**src/rtl/sd_card_cmd_if.sv**
```systemverilog
// CMD-line and response-request bundle for the SD card command engine.
// The slave side is the card logic; the master side is the host/user side.
interface sd_card_cmd_if;
  logic         cmd_pin_in;
  logic         cmd_pin_out;
  logic         cmd_oe;
  logic         cmd_valid;
  logic [5:0]   cmd_index;
  logic [31:0]  cmd_arg;
  logic         crc_err;
  logic         resp_start;
  logic         resp_long;
  logic [5:0]   resp_index;
  logic [31:0]  resp_arg;
  logic [119:0] resp_payload;
  logic         busy;

  modport slave (
    input  cmd_pin_in, resp_start, resp_long, resp_index, resp_arg, resp_payload,
    output cmd_pin_out, cmd_oe, cmd_valid, cmd_index, cmd_arg, crc_err, busy
  );

  modport master (
    output cmd_pin_in, resp_start, resp_long, resp_index, resp_arg, resp_payload,
    input  cmd_pin_out, cmd_oe, cmd_valid, cmd_index, cmd_arg, crc_err, busy
  );
endinterface

```
**src/rtl/sd_card_cmd.sv**
```systemverilog
// SD card CMD-line engine: receives 48-bit host commands with CRC7 checking
// and transmits 48-bit or 136-bit (R2) responses after an NCR idle gap.
module sd_card_cmd #(
  parameter int unsigned NCR = 2  // idle bit periods before a response, 2..64
) (
  input logic         clock,
  input logic         reset,
  sd_card_cmd_if.slave bus
);

  typedef enum logic [2:0] {
    IDLE,
    RX,
    WAIT_RESP,
    NCR_WAIT,
    TX
  } state_t;

  state_t       state;
  logic [7:0]   bit_cnt;   // RX: index of last bit taken; NCR_WAIT: gap count; TX: index on the line
  logic [6:0]   crc;
  logic [45:0]  rx_sr;     // command bits 46..1 once the end bit arrives
  logic [135:0] tx_sr;     // remaining response content, MSB goes out next
  logic         tx_long;

  logic         pin_out_r;
  logic         oe_r;
  logic         valid_r;
  logic         err_r;
  logic         busy_r;
  logic [5:0]   index_r;
  logic [31:0]  arg_r;

  // CRC7 x^7 + x^3 + 1, one bit per step.
  function automatic logic [6:0] crc7_step(input logic [6:0] c, input logic b);
    logic fb;
    fb = b ^ c[6];
    return {c[5:0], 1'b0} ^ {3'b000, fb, 2'b00, fb};
  endfunction

  logic [46:0] rx_word;
  logic [7:0]  rx_pos;
  logic        rx_good;
  logic [7:0]  tx_next;
  logic [7:0]  tx_last;
  logic [7:0]  tx_crc_first;
  logic        tx_crc_take;

  // Decode of the frame being received and of the next response bit position.
  always_comb begin
    rx_word      = {rx_sr, bus.cmd_pin_in};
    rx_pos       = bit_cnt + 8'd1;
    rx_good      = rx_word[46] && (rx_word[7:1] == crc) && rx_word[0];
    tx_next      = bit_cnt + 8'd1;
    tx_last      = tx_long ? 8'd135 : 8'd47;
    tx_crc_first = tx_long ? 8'd128 : 8'd40;
    // R2 CRC covers the payload only, so the 8 header bits are skipped.
    tx_crc_take  = !tx_long || (tx_next >= 8'd8);
  end

  // Command/response sequencer with registered CMD-line and status outputs.
  always_ff @(posedge clock) begin
    if (!reset) begin
      state     <= IDLE;
      bit_cnt   <= '0;
      crc       <= '0;
      rx_sr     <= '0;
      tx_sr     <= '0;
      tx_long   <= 1'b0;
      pin_out_r <= 1'b1;
      oe_r      <= 1'b0;
      valid_r   <= 1'b0;
      err_r     <= 1'b0;
      busy_r    <= 1'b0;
      index_r   <= '0;
      arg_r     <= '0;
    end else begin
      valid_r <= 1'b0;
      err_r   <= 1'b0;

      case (state)
        IDLE: begin
          if (!bus.cmd_pin_in) begin
            state   <= RX;
            bit_cnt <= '0;
            crc     <= '0;
            rx_sr   <= '0;
          end
        end

        RX: begin
          if (rx_pos < 8'd40) begin
            crc <= crc7_step(crc, bus.cmd_pin_in);
          end
          if (rx_pos == 8'd47) begin
            bit_cnt <= '0;
            if (rx_good) begin
              valid_r <= 1'b1;
              index_r <= rx_word[45:40];
              arg_r   <= rx_word[39:8];
              state   <= WAIT_RESP;
            end else begin
              err_r <= 1'b1;
              state <= IDLE;
            end
          end else begin
            rx_sr   <= rx_word[45:0];
            bit_cnt <= rx_pos;
          end
        end

        WAIT_RESP: begin
          // A new start bit outranks a simultaneous response request.
          if (!bus.cmd_pin_in) begin
            state   <= RX;
            bit_cnt <= '0;
            crc     <= '0;
            rx_sr   <= '0;
          end else if (bus.resp_start) begin
            state   <= NCR_WAIT;
            busy_r  <= 1'b1;
            bit_cnt <= '0;
            crc     <= '0;
            tx_long <= bus.resp_long;
            if (bus.resp_long) begin
              tx_sr <= {2'b00, 6'b111111, bus.resp_payload, 8'h00};
            end else begin
              tx_sr <= {2'b00, bus.resp_index, bus.resp_arg, 96'h0};
            end
          end
        end

        NCR_WAIT: begin
          if (bit_cnt == 8'(NCR - 1)) begin
            state     <= TX;
            bit_cnt   <= '0;
            oe_r      <= 1'b1;
            pin_out_r <= tx_sr[135];
            tx_sr     <= {tx_sr[134:0], 1'b0};
            if (!tx_long) begin
              crc <= crc7_step(crc, tx_sr[135]);
            end
          end else begin
            bit_cnt <= bit_cnt + 8'd1;
          end
        end

        TX: begin
          if (bit_cnt == tx_last) begin
            state     <= IDLE;
            bit_cnt   <= '0;
            oe_r      <= 1'b0;
            pin_out_r <= 1'b1;
            busy_r    <= 1'b0;
          end else begin
            bit_cnt <= tx_next;
            // Content and CRC are produced serially: data bits feed the CRC
            // as they leave, then the CRC register itself is shifted out.
            if (tx_next < tx_crc_first) begin
              pin_out_r <= tx_sr[135];
              tx_sr     <= {tx_sr[134:0], 1'b0};
              if (tx_crc_take) begin
                crc <= crc7_step(crc, tx_sr[135]);
              end
            end else if (tx_next < tx_last) begin
              pin_out_r <= crc[6];
              crc       <= {crc[5:0], 1'b0};
            end else begin
              pin_out_r <= 1'b1;
            end
          end
        end

        default: begin
          state     <= IDLE;
          oe_r      <= 1'b0;
          pin_out_r <= 1'b1;
          busy_r    <= 1'b0;
        end
      endcase
    end
  end

  assign bus.cmd_pin_out = pin_out_r;
  assign bus.cmd_oe      = oe_r;
  assign bus.cmd_valid   = valid_r;
  assign bus.crc_err     = err_r;
  assign bus.busy        = busy_r;
  assign bus.cmd_index   = index_r;
  assign bus.cmd_arg     = arg_r;

endmodule

```
**src/flat_wrapper.sv**
```systemverilog
// flat-port wrapper written by rule: the top's interface ports become plain ports
module sd_card_cmd_flat 
#(
  parameter int unsigned NCR = 2                                              
)
  (clock, reset, bus_cmd_pin_in, bus_resp_start, bus_resp_long, bus_resp_index, bus_resp_arg, bus_resp_payload, bus_cmd_pin_out, bus_cmd_oe, bus_cmd_valid, bus_cmd_index, bus_cmd_arg, bus_crc_err, bus_busy);
  sd_card_cmd_if bus_i ();
  input logic clock;
  input logic reset;
  input wire logic [$bits(bus_i.cmd_pin_in)-1:0] bus_cmd_pin_in;
  input wire logic [$bits(bus_i.resp_start)-1:0] bus_resp_start;
  input wire logic [$bits(bus_i.resp_long)-1:0] bus_resp_long;
  input wire logic [$bits(bus_i.resp_index)-1:0] bus_resp_index;
  input wire logic [$bits(bus_i.resp_arg)-1:0] bus_resp_arg;
  input wire logic [$bits(bus_i.resp_payload)-1:0] bus_resp_payload;
  output wire logic [$bits(bus_i.cmd_pin_out)-1:0] bus_cmd_pin_out;
  output wire logic [$bits(bus_i.cmd_oe)-1:0] bus_cmd_oe;
  output wire logic [$bits(bus_i.cmd_valid)-1:0] bus_cmd_valid;
  output wire logic [$bits(bus_i.cmd_index)-1:0] bus_cmd_index;
  output wire logic [$bits(bus_i.cmd_arg)-1:0] bus_cmd_arg;
  output wire logic [$bits(bus_i.crc_err)-1:0] bus_crc_err;
  output wire logic [$bits(bus_i.busy)-1:0] bus_busy;
  assign bus_i.cmd_pin_in = bus_cmd_pin_in;
  assign bus_i.resp_start = bus_resp_start;
  assign bus_i.resp_long = bus_resp_long;
  assign bus_i.resp_index = bus_resp_index;
  assign bus_i.resp_arg = bus_resp_arg;
  assign bus_i.resp_payload = bus_resp_payload;
  assign bus_cmd_pin_out = bus_i.cmd_pin_out;
  assign bus_cmd_oe = bus_i.cmd_oe;
  assign bus_cmd_valid = bus_i.cmd_valid;
  assign bus_cmd_index = bus_i.cmd_index;
  assign bus_cmd_arg = bus_i.cmd_arg;
  assign bus_crc_err = bus_i.crc_err;
  assign bus_busy = bus_i.busy;
  sd_card_cmd #(.NCR(NCR)) u_core (.clock(clock), .reset(reset), .bus(bus_i));
endmodule
```
**config.mk**
```make
export PLATFORM = sky130hd
export DESIGN_NAME = sd_card_cmd_flat
export DESIGN_NICKNAME = d
export VERILOG_FILES = /design/src/rtl/sd_card_cmd_if.sv /design/src/rtl/sd_card_cmd.sv /design/src/flat_wrapper.sv
export SDC_FILE = /design/constraint.sdc
export NUM_CORES = 1
export LEC_CHECK = 0
export CORE_UTILIZATION = 48
export DETAILED_ROUTE_END_ITERATION = 10
export MAX_ROUTING_LAYER = met4
export PLACE_DENSITY = 0.86
export SLEW_MARGIN = 40
export SYNTH_ARGS = -nofsm -noshare
export SYNTH_HDL_FRONTEND = slang
export SYNTH_SLANG_ARGS = --single-unit
```
**constraint.sdc**
```tcl
create_clock -name clock -period 3.1 [get_ports clock]
set_clock_uncertainty 0.2 [all_clocks]
set_input_delay 0.93 -clock clock [delete_from_list [all_inputs] [get_ports clock]]
set_output_delay 0.93 -clock clock [all_outputs]
set_load 0.03 [all_outputs]
```
Word-level counts from Yosys, hierarchy flattened
Index checks and enable logic that the tools add are counted.
- register bits: 244
- input bits: 163
- output and inout port bits: 43
- logic and storage cells: 120
- add/sub/neg operators: 1
- $lt $le $gt $ge: 4
- eq/ne operators: 23
- muxes and demuxes: 51
- bitwise operators: 6
- reductions and logical operators: 22
- operators with widths (operator ; count):
    $mux 136 ; 5
    $pmux 136 s3 ; 1
    $mux 134 ; 1
    $mux 46 ; 2
    $pmux 46 s2 ; 1
    $mux 7 ; 10
    $mux 8 ; 8
    $pmux 8 s5 ; 1
    $pmux 7 s5 ; 1
    $mux 3 ; 6
    $reduce_and 3->1 ; 6
    $lt 8x8->1 ; 2
    $pmux 3 s5 ; 1
    $ne 2x2->1 const B ; 7
    $xor 7x4->7 ; 2
    $mux 1 ; 10
    $ne 2x1->1 const B ; 5
    $pmux 1 s3 ; 3
    $reduce_and 9->1 ; 1
    $add 8x1->8 const B ; 1
    $eq 8x1->1 const B ; 1
    $eq 8x6->1 const B ; 1
    $eq 8x8->1 ; 1
    $ge 8x4->1 const B ; 1
    24 further kinds ; 29

Logic depth before layout (Yosys ltp)
- depth in word-level cells: 7
- mapped depth: 15
- gate-level depth less buffers: 12

Least setup slack after synthesis
OpenSTA, ideal clock, no wires.
- kind: flip-flop to flip-flop
- from: register u_core.bit_cnt[3]
- to: register u_core.tx_sr[100]
- library setup time: 76 ps
- arrival: 2901 ps
- slack: -76 ps
- cell stages (with the launch flop): 15
- path buffers: 2
- path through: dfxtp_1 buf_2 nand2_1 nor3_1 nand2_1 xnor2_1 ha_1 nor2b_1 o21ai_0 a32o_1 a21oi_2 a21o_1 clkbuf_1 nand2_1 a21boi_0
- longest elaborated chain between the ends: 4
- elaborated cells between the ends (all ways): 8
- ends and longest elaborated chain (item ; RTL line ; text):
    from (decl) ; sd_card_cmd.sv:20 ; logic [7:0] bit_cnt;
    from (signal assigned) ; sd_card_cmd.sv:108 ; bit_cnt <= rx_pos;
    from (signal assigned) ; sd_card_cmd.sv:144 ; bit_cnt <= bit_cnt + 8'd1;
    from (signal assigned) ; sd_card_cmd.sv:156 ; bit_cnt <= tx_next;
    $add 8x1->8 ; sd_card_cmd.sv:54 ; tx_next = bit_cnt + 8'd1;
    $lt 8x8->1 ; sd_card_cmd.sv:159 ; if (tx_next < tx_crc_first) begin
    $ne 2x1->1 (no source line) ; -- ;
    $reduce_and 6->1 (no source line) * ; -- ;
    to (signal assigned) ; sd_card_cmd.sv:126 ; tx_sr <= {2'b00, 6'b111111, bus.resp_payload, 8'h00};
    to (signal assigned) ; sd_card_cmd.sv:139 ; tx_sr <= {tx_sr[134:0], 1'b0};
    to (signal assigned) ; sd_card_cmd.sv:161 ; tx_sr <= {tx_sr[134:0], 1'b0};
    to (decl) ; sd_card_cmd.sv:23 ; logic [135:0] tx_sr;
Mark *: on every way between the ends. The rest lies on a longest branch, timed or not.
A chain may end at the register's enable or synchronous reset.

Final worst setup path
- from: register u_core.bit_cnt[2]
- to: register u_core.tx_sr[22]
Same word-level chain as after synthesis.

==> metrics.txt <==
final setup fails 4; Final Cell Area 15200 um2; Largest delay share family, worst path compound AO/OA/AOI/OAI gates; Starting Density 49.3%; GRT Overall Usage between 20% and 30%; RSZ-0062 raised after global routing yes; CTS tree yes; Final period util 100%; Worst Tran Pin Value 0.584 ns; syn nets 1480; Filler cells 1763; Reg clk slew, reported paths 0.06 ns; Worst Path Buf+Inv 3; failing checks negative setup slack; area post-placement 13800 um2; Hold Path End u_core.tx_sr[8]; #FFs+latches synth 236; vias in the first global route 9688; mux cell area share after synthesis 6.87%; port bufs 205; final hold vios 0; Starting DRT DRC Count 706; Critical Path RT between 3 and 4 ns; TritonCTS Buffers 25; vias 10400; reg2reg end u_core.tx_sr[22]; critical path startpoint u_core.bit_cnt[2]; largest cells by area after synthesis dfxtp_1, nand3_1, o211a_1; Max H-tree Level 1; Core ar. 22800 um2; CTS Sinks 236; DRC 0; Hold Startpoint u_core.tx_sr[8]; dpl hpwl 18900 um; Multi-input gate area 6160 um2; crit-path max cell delay 0.39 ns; Routed Antenna Nets 0; ys async rst share 0%; Final min period 3.11 ns; worst path cell trace nand2_2, nor3_4, nand2_2, xnor2_2, ha_1, buf_6, a2111oi_4, a21oi_2, a21oi_4, clkbuf_16, clkbuf_16, nand3_1, o211a_1; Leak 6.37 nW; Root Driver clkbuf_16; Wirelength per Cell 16.2 um; Syn. warnings 0; CP Max Fanout 9; total grt overflow 0; distinct cell type count after synthesis 56; hold buffer count at cts 0; kind of end point of the critical path register; Worst Path Arrival 3.33 ns; highest clock rate roughly 320 MHz; vias per cell 5.67; EDFF count, synth 0; largest family of logic cells by synthesized area simple AND/OR/NAND/NOR gates; top cell type by total area after synthesis dfxtp_1; CTS max path bufs 3; R2R Setup Slk -0.01 ns; Top Ports 206; Die Ht 155 um; most frequent cell after synthesis dfxtp_1; max cap viols 0; status finished, violations left; final RePlAce weighted congestion 0.908; critical path class register to register; syn_area_per_cell ~8.6 um2; post-synthesis sequential area ratio 42.1%; Slowest cell on crit path a2111oi_4; Worst Reg-to-Reg Cells 13; worst setup margin -0.0131 ns; die area 24000 um2; Commonest cells post-synth dfxtp_1, nand2_1, nand3_1, o211a_1, a21boi_0; first-pass GRT wire length 46600 um; register area ~4700 um2; Die X 155 um; top-area cell type share of the netlist area 42.1%; launching point of the worst reg2reg path u_core.bit_cnt[2]; Max Slew Vio Count 0; layout cell share with drive strength beyond 1 12.3%; Worst VDD drop 0.352 mV; layout overhead on the synthesized area 35.6%; Placement Setup Slack -0.135 ns; total routed wirelength roughly 30000 um; Rel. slew slack 61.0%; Final #Nets 1672; pwr/cell area 429 nW/um2; antenna violations before repair 1; fin util between 60% and 70%; row count 55; Clk Latency, worst-skew pair 0.52 ns; xor/xnor share of the synthesized area under 10%; mapped cell area between 10000 and 15000 um2; type of origin of the critical path register; Pre-Repair DR Iteration Count 5; Compound-Gate Fraction of Synth Area roughly 20%; synthesized-area fraction occupied by adder cells 0.780%; simple-gate area share of the yosys netlist 23.3%; Most used DFF post-synth dfxtp_1; worst hold path class register to register; worst hold path cell count 2; largest net degree at the start of global routing 79; Synth Instances 1310
## worst max-delay path by stage
stage | to | slack (ns) | cells past startpoint
global route | u_core.tx_sr[122] | -0.15 | 13
finish | u_core.tx_sr[22] | -0.01 | 13
global placement | u_core.crc[3] | -0.06 | 10
detailed placement | u_core.bus.cmd_arg[17] | -0.13 | 7
CTS | u_core.tx_sr[118] | 0.02 | 14
floorplan | u_core.tx_sr[100] | -0.02 | 14
## layer usage
layer  vias up  track usage, %  wire length, um
li1       5024               -                -
met1      4998            29.9            12800
met2       304            40.2            14800
met3        53            2.90             1370
met4         0            7.07              637
met5         -               -                0
## power breakdown
group / internal, W / total, W / switching (W)
registers: 0.00304 / 0.00305 / 0.00000748
clock network: 0.00172 / 0.00290 / 0.00118
logic: 0.000309 / 0.000589 / 0.000280
## cell usage in the layout (no fill, tap or decap), drive strengths merged, types with 13 or more instances in the layout
cell / Yosys / routed
dfxtp: 236 / 236
xnor2: 14 / 14
clkbuf: 83 / 42
nor2b: 46 / 46
o211ai: 39 / 39
o211a: 90 / 90
nand2: 235 / 235
a21boi: 88 / 88
buf: 41 / 76
mux2i: 77 / 77
o21ai: 13 / 13
a21oi: 15 / 15
clkdlybuf4s50: 0 / 203
nand3: 226 / 226
nor2: 19 / 19
## metrics by stage
stage	TNS (ns)	total power [W]	hold WS, ns	cells
after floorplan	-0.541	0.00338	0.231	1310
after global placement	-2.21	0.00368	0.241	1772
after detailed placement	-8.19	0.00369	0.248	1772
after CTS	0	0.00656	0.255	1812
after global routing	-9.70	0.00674	0.279	1829
final	-0.0333	0.00653	0.254	1829
## cells by family after synthesis
logic type / count (synthesis)
compound gates: 277
xor+xnor: 17
flops: 236
simple gates: 561
buf+inv: 135
mux: 77
fa+ha+maj: 7
## registers in the layout, indices dropped and copies added (netlist names)
signal and count:
u_core.bit_cnt 8, u_core.bus.crc_err 1, u_core.bus.cmd_valid 1, u_core.bus.cmd_index 6, u_core.bus.cmd_arg 32, u_core.bus.busy 1, u_core.bus.cmd_pin_out 1, u_core.crc 7
u_core.state 3, u_core.bus.cmd_oe 1, u_core.tx_sr 128, u_core.tx_long 1, u_core.rx_sr 46
## layout make-up
type / count / share of cell area [%]
clock buffer: 32 / 4.54
multi-input combinational: 939 / 40.5
clock inverter: 8 / 0.608
inverter: 11 / 0.271
antenna: 1 / 0.0164
timing repair buffer: 289 / 20.5
sequential: 236 / 31.0
tap: 313 / 2.57
## what timing repair did
| item | 4_1_cts | 5_1_grt |
|---|---|---|
| setup buffers | 0 | 5 |
| gates cloned | 0 | 11 |
| resized for setup | 6 | 93 |
| pin swaps | 0 | 17 |
| setup endpoints to repair | 118 | 134 |
## tightest hold or removal path, cell delays in order (launching register included)
cell and delay, ns:
dfxtp_1 0.31, nand2_1 0.05, a21boi_1 0.05
No activity file was read; power rests on OpenSTA's default activity.
